$ cat config.mk
export PLATFORM = sky130hd
export DESIGN_NAME = divisor_secuencial
export DESIGN_NICKNAME = d
export VERILOG_FILES = /design/src/rtl/divisor_pkg.sv /design/src/rtl/div_paso.sv /design/src/rtl/divisor_secuencial.sv
export SDC_FILE = /design/constraint.sdc
export NUM_CORES = 1
export LEC_CHECK = 0
export CAP_MARGIN = 20
export CORE_MARGIN = 3
export CORE_UTILIZATION = 50
export CTS_BUF_LIST = sky130_fd_sc_hd__clkbuf_8
export DETAILED_ROUTE_END_ITERATION = 12
export PLACE_DENSITY = 0.83
export SLEW_MARGIN = 15
export SYNTH_ARGS = -nofsm -noshare
export SYNTH_HDL_FRONTEND = slang
export SYNTH_SLANG_ARGS = --single-unit
export TNS_END_PERCENT = 10
$ cat constraint.sdc
create_clock -name clk -period 3.9 [get_ports clk]
set_clock_uncertainty 0.15 [all_clocks]
set_input_delay 0.78 -clock clk [delete_from_list [all_inputs] [get_ports clk]]
set_output_delay 0.78 -clock clk [all_outputs]
set_load 0.005 [all_outputs]
$ cat src/rtl/divisor_pkg.sv
// divisor_pkg
//   Shared types and default widths for the sequential restoring divider.
//   - state_t      : controller states (IDLE, RUN, DONE)
//   - DEF_DIVIDEND_W / DEF_DIVISOR_W : default operand widths
//   - cnt_width()  : step-counter width for a given dividend width
package divisor_pkg;

    localparam int DEF_DIVIDEND_W = 8;
    localparam int DEF_DIVISOR_W  = 4;

    typedef enum logic [1:0] {
        IDLE = 2'd0,
        RUN  = 2'd1,
        DONE = 2'd2
    } state_t;

    // Counter must be able to hold DIVIDEND_W itself.
    function automatic int cnt_width(input int dividend_w);
        return $clog2(dividend_w + 1);
    endfunction

endpackage

$ cat src/rtl/div_paso.sv
// div_paso
//   One combinational restoring-division step.
//   Shifts {p_in, q_in} left by one, then subtracts the divisor from the
//   partial remainder if it fits, setting the new quotient LSB.
//   Ports:
//     p_in    [DIVISOR_W:0]    partial remainder before the step
//     q_in    [DIVIDEND_W-1:0] quotient/dividend shift register before the step
//     divisor [DIVISOR_W-1:0]  latched divisor
//     p_out   [DIVISOR_W:0]    partial remainder after the step
//     q_out   [DIVIDEND_W-1:0] shift register after the step
module div_paso
    import divisor_pkg::*;
#(
    parameter int DIVIDEND_W = DEF_DIVIDEND_W,
    parameter int DIVISOR_W  = DEF_DIVISOR_W
) (
    input  logic [DIVISOR_W:0]    p_in,
    input  logic [DIVIDEND_W-1:0] q_in,
    input  logic [DIVISOR_W-1:0]  divisor,
    output logic [DIVISOR_W:0]    p_out,
    output logic [DIVIDEND_W-1:0] q_out
);

    // Shifted remainder is kept one bit wider than P so the trial
    // subtraction's borrow lands in the MSB and doubles as the compare.
    logic [DIVISOR_W+1:0] p_sh;
    logic [DIVISOR_W+1:0] diff;
    logic                 fits;

    always_comb begin
        p_sh  = {p_in, q_in[DIVIDEND_W-1]};
        diff  = p_sh - {2'b00, divisor};
        fits  = ~diff[DIVISOR_W+1];
        p_out = fits ? diff[DIVISOR_W:0] : p_sh[DIVISOR_W:0];
        q_out = {q_in[DIVIDEND_W-2:0], fits};
    end

endmodule

$ cat src/rtl/divisor_secuencial.sv
// divisor_secuencial
//   Multi-cycle unsigned restoring divider, one quotient bit per clock,
//   with a start/busy/done handshake.
//   Ports:
//     clk          clock, rising edge
//     rst_n        synchronous reset, active-low
//     start        request, honoured only in IDLE or DONE
//     dividend     [DIVIDEND_W-1:0] captured on accept
//     divisor      [DIVISOR_W-1:0]  captured on accept
//     busy         high while in RUN
//     done         one-cycle pulse, results valid from this cycle
//     quotient     [DIVIDEND_W-1:0] held until replaced by the next result
//     remainder    [DIVISOR_W-1:0]  held until replaced by the next result
//     div_by_zero  high with done when the captured divisor was zero
//   Build option:
//     DIV_EARLY_EXIT_EN  when defined, dividend < divisor finishes one cycle
//                        after accept instead of running all DIVIDEND_W steps.
//
//   state | meaning
//   ------+--------------------------------------------------------------
//   IDLE  | waiting for start
//   RUN   | iterating steps (or single-cycle short path: /0, early exit)
//   DONE  | done pulse cycle; start here is accepted like in IDLE
module divisor_secuencial
    import divisor_pkg::*;
#(
    parameter int DIVIDEND_W = DEF_DIVIDEND_W,
    parameter int DIVISOR_W  = DEF_DIVISOR_W
) (
    input  logic                  clk,
    input  logic                  rst_n,
    input  logic                  start,
    input  logic [DIVIDEND_W-1:0] dividend,
    input  logic [DIVISOR_W-1:0]  divisor,
    output logic                  busy,
    output logic                  done,
    output logic [DIVIDEND_W-1:0] quotient,
    output logic [DIVISOR_W-1:0]  remainder,
    output logic                  div_by_zero
);

    localparam int CNT_W = cnt_width(DIVIDEND_W);

    state_t                state;
    logic [DIVISOR_W:0]    p_reg;
    logic [DIVIDEND_W-1:0] q_reg;
    logic [DIVISOR_W-1:0]  d_reg;
    logic [CNT_W-1:0]      cnt;
    logic                  short_op;

    logic [DIVISOR_W:0]    p_nxt;
    logic [DIVIDEND_W-1:0] q_nxt;
    logic                  accept_short;

    div_paso #(
        .DIVIDEND_W (DIVIDEND_W),
        .DIVISOR_W  (DIVISOR_W)
    ) u_paso (
        .p_in    (p_reg),
        .q_in    (q_reg),
        .divisor (d_reg),
        .p_out   (p_nxt),
        .q_out   (q_nxt)
    );

    // Operations that skip the iteration and finish on the edge after accept.
`ifdef DIV_EARLY_EXIT_EN
    always_comb begin
        accept_short = (divisor == '0) ||
                       ({{(DIVIDEND_W-DIVISOR_W){1'b0}}, divisor} > dividend);
    end
`else
    always_comb begin
        accept_short = (divisor == '0);
    end
`endif

    always_ff @(posedge clk) begin
        if (!rst_n) begin
            state       <= IDLE;
            p_reg       <= '0;
            q_reg       <= '0;
            d_reg       <= '0;
            cnt         <= '0;
            short_op    <= 1'b0;
            busy        <= 1'b0;
            done        <= 1'b0;
            quotient    <= '0;
            remainder   <= '0;
            div_by_zero <= 1'b0;
        end else begin
            case (state)
                IDLE, DONE: begin
                    done        <= 1'b0;
                    div_by_zero <= 1'b0;
                    if (start) begin
                        d_reg    <= divisor;
                        p_reg    <= '0;
                        q_reg    <= dividend;
                        cnt      <= '0;
                        short_op <= accept_short;
                        busy     <= 1'b1;
                        state    <= RUN;
                    end else begin
                        state <= IDLE;
                    end
                end
                RUN: begin
                    if (short_op) begin
                        // q_reg still holds the untouched dividend here.
                        state       <= DONE;
                        busy        <= 1'b0;
                        done        <= 1'b1;
                        div_by_zero <= (d_reg == '0);
                        quotient    <= (d_reg == '0) ? '1 : '0;
                        remainder   <= q_reg[DIVISOR_W-1:0];
                    end else begin
                        p_reg <= p_nxt;
                        q_reg <= q_nxt;
                        cnt   <= cnt + 1'b1;
                        if (cnt == CNT_W'(DIVIDEND_W - 1)) begin
                            state     <= DONE;
                            busy      <= 1'b0;
                            done      <= 1'b1;
                            quotient  <= q_nxt;
                            remainder <= p_nxt[DIVISOR_W-1:0];
                        end
                    end
                end
                default: begin
                    state <= IDLE;
                    busy  <= 1'b0;
                    done  <= 1'b0;
                end
            endcase
        end
    end

endmodule

==> out/qor.yml, run 1 <==
finish:
  syn2layout_area_growth_pct: 21.0
  nets: 274
  fill_cells: 293
  seq_area_sq_um: 781
  multi_input_area_sq_um: 1020
  utilization_pct: 65.7
  diodes: 0
  drive_gt1_share_pct: 5.53
  mostFrequentLayoutCells: "dfxtp_1, nand2_1, clkdlybuf4s50_1, a21oi_1, nor2_1"
  stdcell_area_sq_um: 2280
  layout_commonest_cell: "dfxtp_1"
synth:
  synth_nets: 248
  ys_seq_elements: 39
  yosysWarnings: 0
  synth_edf_count: 0
  syn_avg_cell_area_sq_um: 8.30
  synth-main-ff-cell: "dfxtp_1"
  syn-cell-area_sq_um: 1880
  ys_types: 45
  yosysSeqAreaShare_pct: 41.4
  synthCells: 227
  ys_async_sr_fraction_pct: 0
pwr:
  p_leak_nw: 0.811
  power_density_nw_per_um2: 382
  ir_worst_vdd_v: 0.000285
die:
  core_sq_um: 3470
  initial_utilization_pct: 54.3
  io_pins: 30
  fp.dieW_microns: 67.4
  die_h_microns: 67.4
  row_count: 21
  die-area_sq_um: 4540
cts:
  post_cts.repair.setup_buffers: 0
  cts_max_level: 2
  cts-resized-gates: 0
  clk_latency_ns: 0.29
  tritoncts: "done"
  clkTransAtPathRegs_ns: 0.07
  cts_hold_buf: 0
  clk_path_buf_depth: 2
  cts_num_sinks: 39
  cts_buffers: 5
  cts-root-buf: "clkbuf_8"
timing:
  finalCritPeriodShare_pct: 68.1
  setup_viol: 0
  fin_hold_ws_ns: 0.329
  slew_headroom_pct: 40.0
  maxSlewViolCount: 0
  finalHoldViolCount: 0
  grt_setup_unrepaired: "false"
  period_needed_ns: 2.65
  setup_tns_ns: 0
  fmax_mhz: 377
  max_slew.worst_pin.slew_ns: 0.896
routing:
  ant_nets: 0
  drc: 0
  wire_per_inst_microns: 14.0
  vias: 1701
  drt_iter0_drc: 160
  wirelength_mm: 4.20
  first_pass_iters: 4
  routed_via_density: 5.69
global_route:
  antenna_found_initial: 0
  grt_overflow: 0
  grt_pass1_vias: 1538
  grt_max_degree: 31
  track_usage_pct: 20.3
  grt_pass1_wl_mm: 6.99
run:
  maxCapViolations: 0
setup_path:
  cp_data_arrival_time_ns: 2.74
  crit_chain: "clkdlybuf4s50_1 > inv_1 > nor3_1 > o311ai_0 > o21bai_1 > nand3_1"
  end_kind: "register"
  path_max_fanout: 30
  required_ns: 3.99
  slowest_stage: "clkdlybuf4s50_1"
  cp.buffers_inverters: 2
  critPathMaxStageDelay_ns: 0.59
  critical_path.top_delay_family: "buffers and inverters"
  startpoint: "rst_n"
  path_class: "primary input to register"
  reg2reg_from: "state[0]"
  startpoint_type: "primary input"
outcome:
  status: "finished clean"
placement:
  portBuffers: 29
  dp_hpwl_mm: 3.07
  gp_routability_congestion: 0.827
  dpl_cell_area_sq_um: 2190
worst_hold_path:
  min_from: "d_reg[1]"
  min_path_type: "register to register"
path summary, 6_finish.rpt:
kind / slack [ns] / to / depth (start not counted)
min: 0.33 / d_reg[1] / 2
max: 1.25 / p_reg[3] / 6
max reg2reg: 1.69 / q_reg[7] / 5
min reg2reg: 0.33 / d_reg[1] / 2
layout make-up:
cell class | count | area share [%]
Clock inverter | 1 | 0.220
Tap cell | 46 | 2.52
Clock buffer | 6 | 3.62
Timing Repair Buffer | 31 | 13.4
Inverter | 8 | 1.32
Multi-Input combinational cell | 168 | 44.7
Sequential cell | 39 | 34.2
logic make-up after synthesis:
kind of cell,synth area share [%]
AND/OR/NAND/NOR,20.4
AO/OA/AOI/OAI,25.8
flip-flops,41.4
buffers and inverters,4.52
adder cells (fa/ha/maj),4.38
multiplexers,2.12
XOR/XNOR,1.39
worst register-to-register path: cells and delay by family, from the launching register on:
| kind | cells | cell delay, ns |
|---|---|---|
| AO/OA/AOI/OAI | 2 | 0.34 |
| flip-flops | 1 | 0.44 |
| AND/OR/NAND/NOR | 3 | 1.13 |
power breakdown:
| group | internal (mW) | switching [mW] |
|---|---|---|
| Sequential | 0.414 | 0.0177 |
| Clock | 0.139 | 0.136 |
| Combinational | 0.0764 | 0.0886 |
| Total | 0.630 | 0.242 |
synthesized netlist by cell type (all sizes together), types with 3 or more instances:
cell type / n / share of area, %
clkbuf: 6 / 1.2
nor2: 24 / 4.9
ha: 5 / 3.3
a211oi: 10 / 4.0
dfxtp: 39 / 41
xor2: 3 / 1.4
buf: 6 / 1.7
nor2b: 5 / 1.7
inv: 8 / 1.6
o21bai: 3 / 1.2
nand2b: 3 / 1.0
nand2: 29 / 5.8
a31oi: 4 / 1.3
mux2i: 4 / 2.1
nand3: 5 / 1.3
o21ai: 8 / 2.1
a22oi: 7 / 2.8
a21oi: 27 / 7.4
nor3: 3 / 0.80
through the flow:
stage / instances / setup slack (ns) / power (mW)
after floorplan: 227 / 1.99 / 0.556
after global placement: 292 / 1.08 / 0.602
after detailed placement: 292 / 0.976 / 0.604
after CTS: 299 / 1.27 / 0.871
after global routing: 299 / 1.03 / 0.907
final: 299 / 1.25 / 0.871
layer usage:
layer  vias up  wire (microns)  global-route usage, %
met1       799            2050                   27.7
met3         7             171                   4.66
met2        35            1900                   31.3
met5         -               0                      0
met4         0              70                   7.59
li1        860               -                      -
(Power assumes the default switching activity.)
==> inputs of run 2 (changes only) <==
Clock period 3.9 ns to 2.61 ns, I/O delays scaled along.
==> run 2 against run 1 <==
Final area is 1.5% higher. Sequential power is 49% higher. Register-to-register slack worse by 1.2 ns. Die area stayed put. Clock power is 60% higher. Global-route usage is 0.27 points higher. Sequential share of layout area is 0.52 points lower. Flip-flop and latch count stayed put. Via count is 2.4% higher. Critical endpoint is now p_reg[0]. Largest cell class unchanged.
==> out/qor.yml, run 2 (same netlist as run 1, synthesis figures left out) <==
timing:
  fmax_mhz: 481
  maxSlewViolCount: 0  # unchanged
  finalHoldViolCount: 0  # unchanged
  setup_viol: 0  # unchanged
  slew_headroom_pct: 61.3  # +21 points
  max_slew.worst_pin.slew_ns: 0.579  # -0.318 ns
  setup_tns_ns: 0  # unchanged
  grt_setup_unrepaired: "false"
  finalCritPeriodShare_pct: 79.7
  period_needed_ns: 2.08
cts:
  cts-resized-gates: 0  # unchanged
  cts_max_level: 2  # unchanged
  cts_buffers: 5  # unchanged
  cts_num_sinks: 39  # unchanged
  post_cts.repair.setup_buffers: 0  # unchanged
  clk_path_buf_depth: 2  # unchanged
  clkTransAtPathRegs_ns: 0.07  # about the same
  cts_hold_buf: 0  # unchanged
  cts-root-buf: "clkbuf_8"
  tritoncts: "done"
  clk_latency_ns: 0.29  # about the same
global_route:
  grt_max_degree: 30  # -3.2%
  grt_pass1_vias: 1545  # +0.46%
  grt_pass1_wl_mm: 7.05  # +0.89%
  grt_overflow: 0  # unchanged
  antenna_found_initial: 0  # unchanged
  track_usage_pct: 20.6  # +0.27 points
setup_path:
  critical_path.top_delay_family: "compound AO/OA/AOI/OAI gates"
  reg2reg_depth: 7  # +2
  slowest_stage: "ha_1"
  reg2reg_from: "d_reg[2]"
  end_kind: "register"
  critPathMaxStageDelay_ns: 0.37  # -0.22 ns
  r2r_slack_ns: 0.53  # -1.16 ns
  crit_path_end: "p_reg[0]"
  cp_data_arrival_time_ns: 2.12  # -0.62 ns
  startpoint_type: "register"
  path_max_fanout: 6  # -80%
  crit_chain: "inv_1 > ha_1 > o21ai_1 > a21oi_2 > o2111ai_4 > mux2i_1 > a22o_1"
  required_ns: 2.65  # -1.34 ns
  startpoint: "d_reg[2]"
  r2r-end: "p_reg[0]"
  cp.depth: 7  # +1
  path_class: "register to register"
  cp.buffers_inverters: 1  # -1
pwr:
  p_leak_nw: 0.835  # +3.0%
  p_int_uw: 974  # +55%
  power_density_nw_per_um2: 577  # +51%
  power_switching_uw: 361  # +49%
  ir_worst_vdd_v: 0.000451  # +58%
  p_seq_share_pct: 48.3  # -1.3 points
  power_frac_comb_pct: 18.8  # about the same
  total_power_mw: 1.33  # +53%
  swShare_pct: 27.0  # -0.73 points
  clkPwrFrac_pct: 32.9  # +1.4 points
die:
  row_count: 21  # unchanged
  fp.dieW_microns: 67.4  # unchanged
  die_h_microns: 67.4  # unchanged
  initial_utilization_pct: 54.3  # unchanged
  die-area_sq_um: 4540  # unchanged
  io_pins: 30  # unchanged
  core_sq_um: 3470  # unchanged
routing:
  wire_per_inst_microns: 14.2  # +0.77%
  drt_iter0_drc: 173  # +8.1%
  ant_nets: 0  # unchanged
  routed_via_density: 5.75  # +1.1%
  vias: 1742  # +2.4%
  first_pass_iters: 4  # unchanged
  drc: 0  # unchanged
  wirelength_mm: 4.29  # +2.1%
run:
  maxCapViolations: 0  # unchanged
placement:
  gp_routability_congestion: 0.879  # +6.3%
  dp_hpwl_mm: 3.11  # +1.2%
  portBuffers: 29  # unchanged
finish:
  nets: 277  # +1.1%
  diodes: 0  # unchanged
  mostFrequentLayoutCells: "dfxtp_1, nand2_1, clkdlybuf4s50_1, a21oi_1, nor2_1"
  fill_cells: 311  # +6.1%
  drive_gt1_share_pct: 6.61  # +1.1 points
  layout_commonest_cell: "dfxtp_1"
  syn2layout_area_growth_pct: 22.8
  utilization_pct: 66.7  # +1.0 points
outcome:
  status: "finished clean"
worst_hold_path:
  min_path_type: "register to register"
-- run 2: cell count changes in the layout (fill, tap and decap cells not counted), sizes merged --
cell,delta
clkbuf,+1
clkinv,-1
inv,+1
buf,+3
-- run 2: final cells by class --
cell class | instances | area (sq um) | area share, %
tap | 46 | 57.6 | 2.49
clock inverter | 1 | 3.75 | 0.162
clock buffer | 7 | 96.3 | 4.16
multi-input combinational | 168 | 1020 | 44.0
inverter | 8 | 30.0 | 1.30
timing repair buffer | 34 | 328 | 14.2
sequential | 39 | 781 | 33.7
-- run 2: worst register-to-register path: cells and delay by family, from the launching register on --
family / cells / cell delay (ns)
mux: 1 / 0.19
flops: 1 / 0.36
fa+ha+maj: 1 / 0.37
compound gates: 4 / 0.87
buf+inv: 1 / 0.05
-- run 2: through the flow --
step	setup WS [ns]	std cells	area, sq um	hold WS, ns
after floorplan	0.701	227	1880	0.299
after global placement	0.493	295	2210	0.311
after detailed placement	0.443	295	2210	0.313
after CTS	0.522	303	2310	0.322
after global routing	0.368	303	2310	0.367
final	0.531	303	2310	0.321
-- run 2: worst min-delay path by stage --
stage	startpoint	to	slack, ns	cells past startpoint
global route	d_reg[0]	d_reg[0]	0.37	2
finish	d_reg[3]	d_reg[3]	0.32	2
floorplan	d_reg[2]	d_reg[2]	0.30	2
detailed placement	d_reg[3]	d_reg[3]	0.31	2
global placement	d_reg[3]	d_reg[3]	0.31	2
CTS	d_reg[3]	d_reg[3]	0.32	2
-- run 2: metal layers --
layer | track usage [%] | vias to the layer above | wire length [microns]
li1 | - | 868 | -
met1 | 28.4 | 817 | 2020
met2 | 31.8 | 50 | 1990
met3 | 3.99 | 7 | 216
met4 | 7.59 | 0 | 65
met5 | 0 | - | 0
-- run 2: power groups by stage --
stage / sequential, mW / clock, mW / combinational, mW
2_1_floorplan: 0.649 / 0 / 0.183
3_3_place_gp: 0.658 / 0 / 0.246
3_5_place_dp: 0.658 / 0 / 0.248
4_1_cts: 0.644 / 0.440 / 0.249
5_1_grt: 0.649 / 0.459 / 0.279
6_report: 0.645 / 0.439 / 0.250
